[src/rtl/ex_mem_stage.sv]
// EX/MEM pipeline register with stall-chain bubble insertion, flush, a valid bit,
// multicycle partial-product feedback to EX and a saturating bubble counter.
module ex_mem_stage #(
  parameter int DATA_W     = 32,
  parameter int REG_ADDR_W = 5,
  parameter int ALUOP_W    = 8,
  parameter int CNT_W      = 2,
  parameter int PERF_W     = 16
) (
  input  logic                  clk,
  input  logic                  rst,
  input  logic                  stall_ex,
  input  logic                  stall_mem,
  input  logic                  flush,
  input  logic                  ex_valid,
  input  logic [REG_ADDR_W-1:0] ex_wd,
  input  logic                  ex_wreg,
  input  logic [DATA_W-1:0]     ex_wdata,
  input  logic                  ex_whilo,
  input  logic [DATA_W-1:0]     ex_hi,
  input  logic [DATA_W-1:0]     ex_lo,
  input  logic [ALUOP_W-1:0]    ex_aluop,
  input  logic [DATA_W-1:0]     ex_mem_addr,
  input  logic [DATA_W-1:0]     ex_reg2,
  input  logic [2*DATA_W-1:0]   ex_hilo_tmp,
  input  logic [CNT_W-1:0]      ex_cnt,
  output logic                  mem_valid,
  output logic [REG_ADDR_W-1:0] mem_wd,
  output logic                  mem_wreg,
  output logic [DATA_W-1:0]     mem_wdata,
  output logic                  mem_whilo,
  output logic [DATA_W-1:0]     mem_hi,
  output logic [DATA_W-1:0]     mem_lo,
  output logic [ALUOP_W-1:0]    mem_aluop,
  output logic [DATA_W-1:0]     mem_mem_addr,
  output logic [DATA_W-1:0]     mem_reg2,
  output logic [2*DATA_W-1:0]   hilo_tmp_o,
  output logic [CNT_W-1:0]      cnt_o,
  output logic [PERF_W-1:0]     bubble_cnt
);

  typedef enum logic [1:0] {
    UPD_HOLD   = 2'd0,
    UPD_FLUSH  = 2'd1,
    UPD_BUBBLE = 2'd2,
    UPD_LOAD   = 2'd3
  } upd_e;

  upd_e upd_s;

  // Select the single update applied this cycle; a stalled MEM always wins over EX,
  // so the illegal EX-running/MEM-stalled combination simply holds.
  always_comb begin
    upd_s = UPD_HOLD;
    if (flush) begin
      upd_s = UPD_FLUSH;
    end else if (stall_mem) begin
      upd_s = UPD_HOLD;
    end else if (stall_ex) begin
      upd_s = UPD_BUBBLE;
    end else begin
      upd_s = UPD_LOAD;
    end
  end

  // Pipeline register, feedback path and bubble counter, all updated atomically.
  always_ff @(posedge clk or negedge rst) begin
    if (!rst) begin
      mem_valid    <= 1'b0;
      mem_wd       <= '0;
      mem_wreg     <= 1'b0;
      mem_wdata    <= '0;
      mem_whilo    <= 1'b0;
      mem_hi       <= '0;
      mem_lo       <= '0;
      mem_aluop    <= '0;
      mem_mem_addr <= '0;
      mem_reg2     <= '0;
      hilo_tmp_o   <= '0;
      cnt_o        <= '0;
      bubble_cnt   <= '0;
    end else begin
      case (upd_s)
        UPD_FLUSH: begin
          mem_valid    <= 1'b0;
          mem_wd       <= '0;
          mem_wreg     <= 1'b0;
          mem_wdata    <= '0;
          mem_whilo    <= 1'b0;
          mem_hi       <= '0;
          mem_lo       <= '0;
          mem_aluop    <= '0;
          mem_mem_addr <= '0;
          mem_reg2     <= '0;
          hilo_tmp_o   <= '0;
          cnt_o        <= '0;
        end
        UPD_BUBBLE: begin
          mem_valid    <= 1'b0;
          mem_wd       <= '0;
          mem_wreg     <= 1'b0;
          mem_wdata    <= '0;
          mem_whilo    <= 1'b0;
          mem_hi       <= '0;
          mem_lo       <= '0;
          mem_aluop    <= '0;
          mem_mem_addr <= '0;
          mem_reg2     <= '0;
          // EX keeps iterating the multicycle op while the bubble goes downstream
          hilo_tmp_o   <= ex_hilo_tmp;
          cnt_o        <= ex_cnt;
          if (bubble_cnt != {PERF_W{1'b1}}) begin
            bubble_cnt <= bubble_cnt + PERF_W'(1);
          end else begin
            bubble_cnt <= bubble_cnt;
          end
        end
        UPD_LOAD: begin
          mem_valid    <= ex_valid;
          mem_wd       <= ex_wd;
          mem_wreg     <= ex_wreg;
          mem_wdata    <= ex_wdata;
          mem_whilo    <= ex_whilo;
          mem_hi       <= ex_hi;
          mem_lo       <= ex_lo;
          mem_aluop    <= ex_aluop;
          mem_mem_addr <= ex_mem_addr;
          mem_reg2     <= ex_reg2;
          hilo_tmp_o   <= '0;
          cnt_o        <= '0;
        end
        default: begin
          mem_valid    <= mem_valid;
          bubble_cnt   <= bubble_cnt;
        end
      endcase
    end
  end

endmodule

[config.mk]
export PLATFORM = sky130hd
export DESIGN_NAME = ex_mem_stage
export DESIGN_NICKNAME = d
export VERILOG_FILES = /design/src/rtl/ex_mem_stage.sv
export SDC_FILE = /design/constraint.sdc
export NUM_CORES = 1
export LEC_CHECK = 0
export CORE_ASPECT_RATIO = 0.5
export CORE_MARGIN = 1
export CORE_UTILIZATION = 30
export DETAILED_ROUTE_END_ITERATION = 7
export PLACE_DENSITY = 0.79
export SETUP_SLACK_MARGIN = 0.5
export SLEW_MARGIN = 30
export SYNTH_ARGS = -nofsm -noshare
export SYNTH_HDL_FRONTEND = slang
export SYNTH_SLANG_ARGS = --single-unit
[constraint.sdc]
create_clock -name clk -period 1.75 [get_ports clk]
set_clock_uncertainty 0.05 [all_clocks]
set_input_delay 0.175 -clock clk [delete_from_list [all_inputs] [get_ports clk]]
set_output_delay 0.175 -clock clk [all_outputs]
set_load 0.02 [all_outputs]
Word-level counts from Yosys, hierarchy flattened
Index checks and enable logic that the tools add are counted.
W data, S select, Z words.
Storage, ports and cells
  register bits: 258
  latch bits: 0
  bits in writable memories: 0
  bits in read-only memories: 0
  input port bits: 247
  word-level logic and storage cells: 38
  memories: 0
Cells by class
  add/sub/neg operators: 1
  multiply operators: 0
  divide/modulo/power cells: 0
  order comparisons: 0
  equality and inequality tests: 4
  shifts and indexed selects: 0
  mux-type cells: 15
  bitwise gates (word level): 0
  reductions and logical operators: 5
Operators by type and width (count)
  $pmux W32 S2: 5
  $pmux W64 S2: 1
  $add A16 B1 Y16 const B: 1
  $ne A16 B16 Y1 const B: 1
  $pmux W8 S2: 1
  $pmux W5 S2: 1
  $pmux W1 S2: 3
  $eq A2 B2 Y1 const B: 2
  $mux W2: 2
  $pmux W2 S2: 1
  $reduce_bool A2 Y1: 2
  $reduce_or A2 Y1: 2
  $eq A2 B1 Y1 const B: 1
  $reduce_and A2 Y1: 1
  $mux W1: 1

Logic depth before layout (Yosys ltp)
  word-level depth: 6
  depth in mapped cells: 6
  mapped depth without buffers: 5

Worst setup path before layout
No wires, ideal clock.
  kind: reg2reg
  start point: register bubble_cnt[0]
  end point: register bubble_cnt[1]
  arrival time: 1919 ps
  data required time: 1575 ps
  slack: -344 ps
  stages on the path, launching flop included: 7
  buffers on the path: 1
  clock period less this slack: 2094 ps
  cell sequence: dfrtp_1 > ha_1 > nand3_1 > or4_4 > buf_6 > and2_4 > mux2_4
Between the ends
  cells in the longest elaborated chain, start to end: 2
Ends and longest elaborated chain
  start, declared: line 39  | output logic [PERF_W-1:0] bubble_cnt
  start signal, assigned: line 113  | bubble_cnt <= bubble_cnt + PERF_W'(1);
  start signal, assigned: line 115  | bubble_cnt <= bubble_cnt;
  start signal, assigned: line 134  | bubble_cnt <= bubble_cnt;
  branches (longest 2 deep; another with $add A16 B1 Y16)
Parallel ways; which one is timed is not known.
A chain may end at the register's enable or synchronous reset.

Worst setup path after layout
  start point: register bubble_cnt[14]
  end point: register bubble_cnt[1]
Between the ends
  cells in the longest elaborated chain, start to end: 2
Ends and longest elaborated chain
  $ne A16 B16 Y1: line 112  | if (bubble_cnt != {PERF_W{1'b1}}) begin
  $reduce_and A2 Y1 (no line)
No other way between the ends.

==> results by group <==
GRT
  • First-pass GRT wire length: 53,500 µm
  • GR Overflow Total: 0
  • Vias in the first global route: between 8,000 and 9,000
  • Antenna violations before repair: 2
  • Largest net degree at the start of global routing: between 70 and 80
  • Gr usage total: 0.220

Pwr
  • Pwr Total: around 15 mW
  • Clock network power share: 0.394
  • P_int: roughly 12 mW
  • Reg power frac: 0.418
  • Switching share of power: 0.256
  • Logic gate share of total power: 0.188
  • Worst VDD drop: a little under 800 µV
  • Switch Pwr: 3.96 mW
  • Pwr dens: ~860 nW/µm²
  • LEAKAGE: about 9 nW

STA
  • Fmax: 579 MHz
  • Max transition margin: 0.623
  • Worst slew pin tran: 556 ps
  • Final setup viols: 0
  • Final min period: approximately 1700 ps
  • Tcrit/Tclk final: 0.988
  • Hold Vio Cnt, Final: 0
  • Final setup margin: approximately 22 ps
  • Fin. max-slew vios: 0
  • Setup repair after global routing missed its margin: yes
  • Hold_ws: a little over 100 ps
  • Sum Neg Setup Slack: 0 ps

Floorplanning
  • # IOs: around 510
  • Starting Density: 0.311
  • Core area: just under 30,000 µm²
  • Core Rows: 44
  • Width of the die: around 250 µm
  • DIE HEIGHT: around 130 µm
  • Die area: 31,400 µm²

Clocking
  • CTS tree: done
  • Clk pin slew, worst setup/hold paths: 70 ps
  • Total clock buffers created by CTS: 26
  • Max H-tree Level: 1
  • Clk_lat worst skew: 530 ps
  • Clk root buf: clkbuf_16
  • CTS Buffer Depth: 3
  • CTS sink count: between 200 and 300

Worst setup path
  • Setup crit start: bubble_cnt[14]$_DFFE_PN0P_
  • CP Launch Type: register
  • CP arrival: between 2000 and 2500 ps
  • Critical R2R Launch: bubble_cnt[14]$_DFFE_PN0P_
  • CP Data Required Time: between 2000 and 2500 ps
  • Crit Path Category: register to register
  • Crit Path Max Fanout: 3
  • CP endpoint kind: register

Route
  • Final wirelength: 39,400 µm
  • Final ANT Viol Nets: 0
  • DR DRC count: 0
  • DR iter-0 viols: 612
  • Via count: slightly below 9,000
  • DR pass1 iterations: 5
  • Routed vias/inst: 5.06
  • Routed WL per cell: between 20 and 25 µm

Finish
  • Layout area overhead: 95.9%
  • Final Net Count: 1,556
  • Final core occ: 0.608
  • FILL cells: around 2,200
  • Layout cells sized above 1: 0.418
  • Seq. cell area: ~6500 µm²
  • Area of the multi-input gates: between 2000 and 3000 µm²

Run status
  • Outcome: finished, final reports clean

Synth
  • Synthesized cell area: approximately 9000 µm²
  • Largest cells by area after synthesis: dfrtp_1, a22o_1, clkbuf_1, xnor2_1, nand4_1
  • Seq/Total Area, Yosys: 0.703
  • Syn Area/Cell: between 15 and 20 µm²
  • Post-Synthesis Cells: 610
  • Top-count cell post-synth: dfrtp_1
  • Syn_nets: roughly 860
  • Distinct cells, synth: 26
  • Top_reg_cell synth: dfrtp_1
  • Most frequent cells after synthesis: dfrtp_1, a22o_1, clkbuf_1
  • Post-synth ARST share: 1.00
  • Synth top area share: 0.703
  • Synth Register Bits: 258
  • Cell taking the most area after synthesis: dfrtp_1
  • Synthesis warning total: 0
  • Number of synthesized flops with an enable pin: 0

Job
  • Max-Cap Viols: 0

Placement
  • IO Port Bufs: roughly 500
  • GPL Wtd Cong: between 0.9 and 1
  • Pre-CTS worst setup slack: -168 ps
  • Dpl hpwl: 25,900 µm

Hold path
  • Hold crit path type: primary input to asynchronous set/reset pin
==> sequential cells by signal (all words and copies together), names as in the netlist <==
name / cells
cnt_o: 2
mem_wdata: 32
mem_wreg: 1
mem_whilo: 1
mem_valid: 1
mem_lo: 32
mem_wd: 5
mem_hi: 32
mem_aluop: 8
bubble_cnt: 16
hilo_tmp_o: 64
mem_reg2: 32
mem_mem_addr: 32
==> layout by cell type, fill, tap and decap left out, types with 2 or more instances in the layout <==
master | synthesis | routed
buf_4 | 0 | 174
nor3_1 | 3 | 2
nor2_1 | 4 | 4
clkdlybuf4s50_1 | 0 | 243
xor2_1 | 4 | 4
bufinv_16 | 0 | 4
clkinv_2 | 0 | 5
clkbuf_16 | 0 | 35
buf_12 | 0 | 18
nand2_1 | 6 | 6
xnor2_1 | 11 | 11
nand4_1 | 6 | 6
diode_2 | 0 | 2
nand3_1 | 6 | 5
dfrtp_1 | 258 | 241
clkinvlp_4 | 0 | 3
clkbuf_8 | 0 | 4
dlymetal6s2s_1 | 0 | 2
buf_16 | 0 | 2
a22o_1 | 242 | 242
buf_6 | 1 | 275
dfrtp_2 | 0 | 17
==> timing repair <==
| action | CTS | global route |
|---|---|---|
| setup buffers | 56 | 96 |
| endpoints found under the setup margin | 338 | 485 |
| hold buffers | 1 | 0 |
| gates resized for setup | 949 | 620 |
| pin swaps | 5 | 6 |
| hold endpoints to repair | 258 | 0 |
| gates cloned | 0 | 8 |
==> area by class of cell <==
type | count | share of cell area
Timing Repair Buffer | 724 | 0.417
Sequential cell | 258 | 0.360
Multi-Input combinational cell | 298 | 0.144
Clock buffer | 32 | 0.0408
Tap cell | 391 | 0.0272
Clock inverter | 14 | 0.0107
Antenna cell | 2 | 0.000278
==> final timing paths <==
path / cells past startpoint / slack [ps] / to
max: 4 / 20 / bubble_cnt[1]$_DFFE_PN0P_
min: 2 / 100 / mem_wdata[7]$_DFFE_PN0P_
max reg2reg: 4 / 20 / bubble_cnt[1]$_DFFE_PN0P_
min reg2reg: 1 / 480 / hilo_tmp_o[58]$_DFFE_PN0P_
max in group asynchronous: 3 / 790 / hilo_tmp_o[40]$_DFFE_PN0P_
min in group clk: 5 / 130 / bubble_cnt[12]$_DFFE_PN0P_
==> through the flow <==
step                      cell area, µm²  instances
final                              18000       1719
after global routing               18000       1719
after CTS                          16700       1613
after detailed placement           15200       1510
after global placement             15200       1510
after floorplan                     9270        610
==> kinds of logic after synthesis <==
kind of cell             share of synthesized area
AO/OA/AOI/OAI                                0.233
buffers and inverters                       0.0229
multiplexers                               0.00163
flip-flops                                   0.703
AND/OR/NAND/NOR                             0.0241
adder cells (fa/ha/maj)                    0.00136
XOR/XNOR                                    0.0143
==> worst max-delay path, cell delays in order, from the launching register on <==
cell	delay (ps)
dfrtp_2	380
nand4_1	180
or4_4	560
and2_4	160
mux2_4	290
==> power groups by stage <==
stage | Clock, mW | Combinational (mW) | Sequential, mW
2_1_floorplan | 0 | 0.422 | 6.86
3_3_place_gp | 0 | 2.34 | 6.50
3_5_place_dp | 0 | 2.39 | 6.51
4_1_cts | 6.23 | 2.49 | 6.42
5_1_grt | 6.48 | 3.03 | 6.48
6_report | 6.09 | 2.90 | 6.46
==> layer usage <==
| layer | GRT usage | wire, µm | up-vias |
|---|---|---|---|
| li1 | - | - | 3753 |
| met1 | 0.273 | 15600 | 4611 |
| met4 | 0.0610 | 985 | 0 |
| met5 | 0 | 0 | - |
| met3 | 0.0283 | 1480 | 68 |
| met2 | 0.404 | 21400 | 271 |
(Power assumes the default switching activity.)
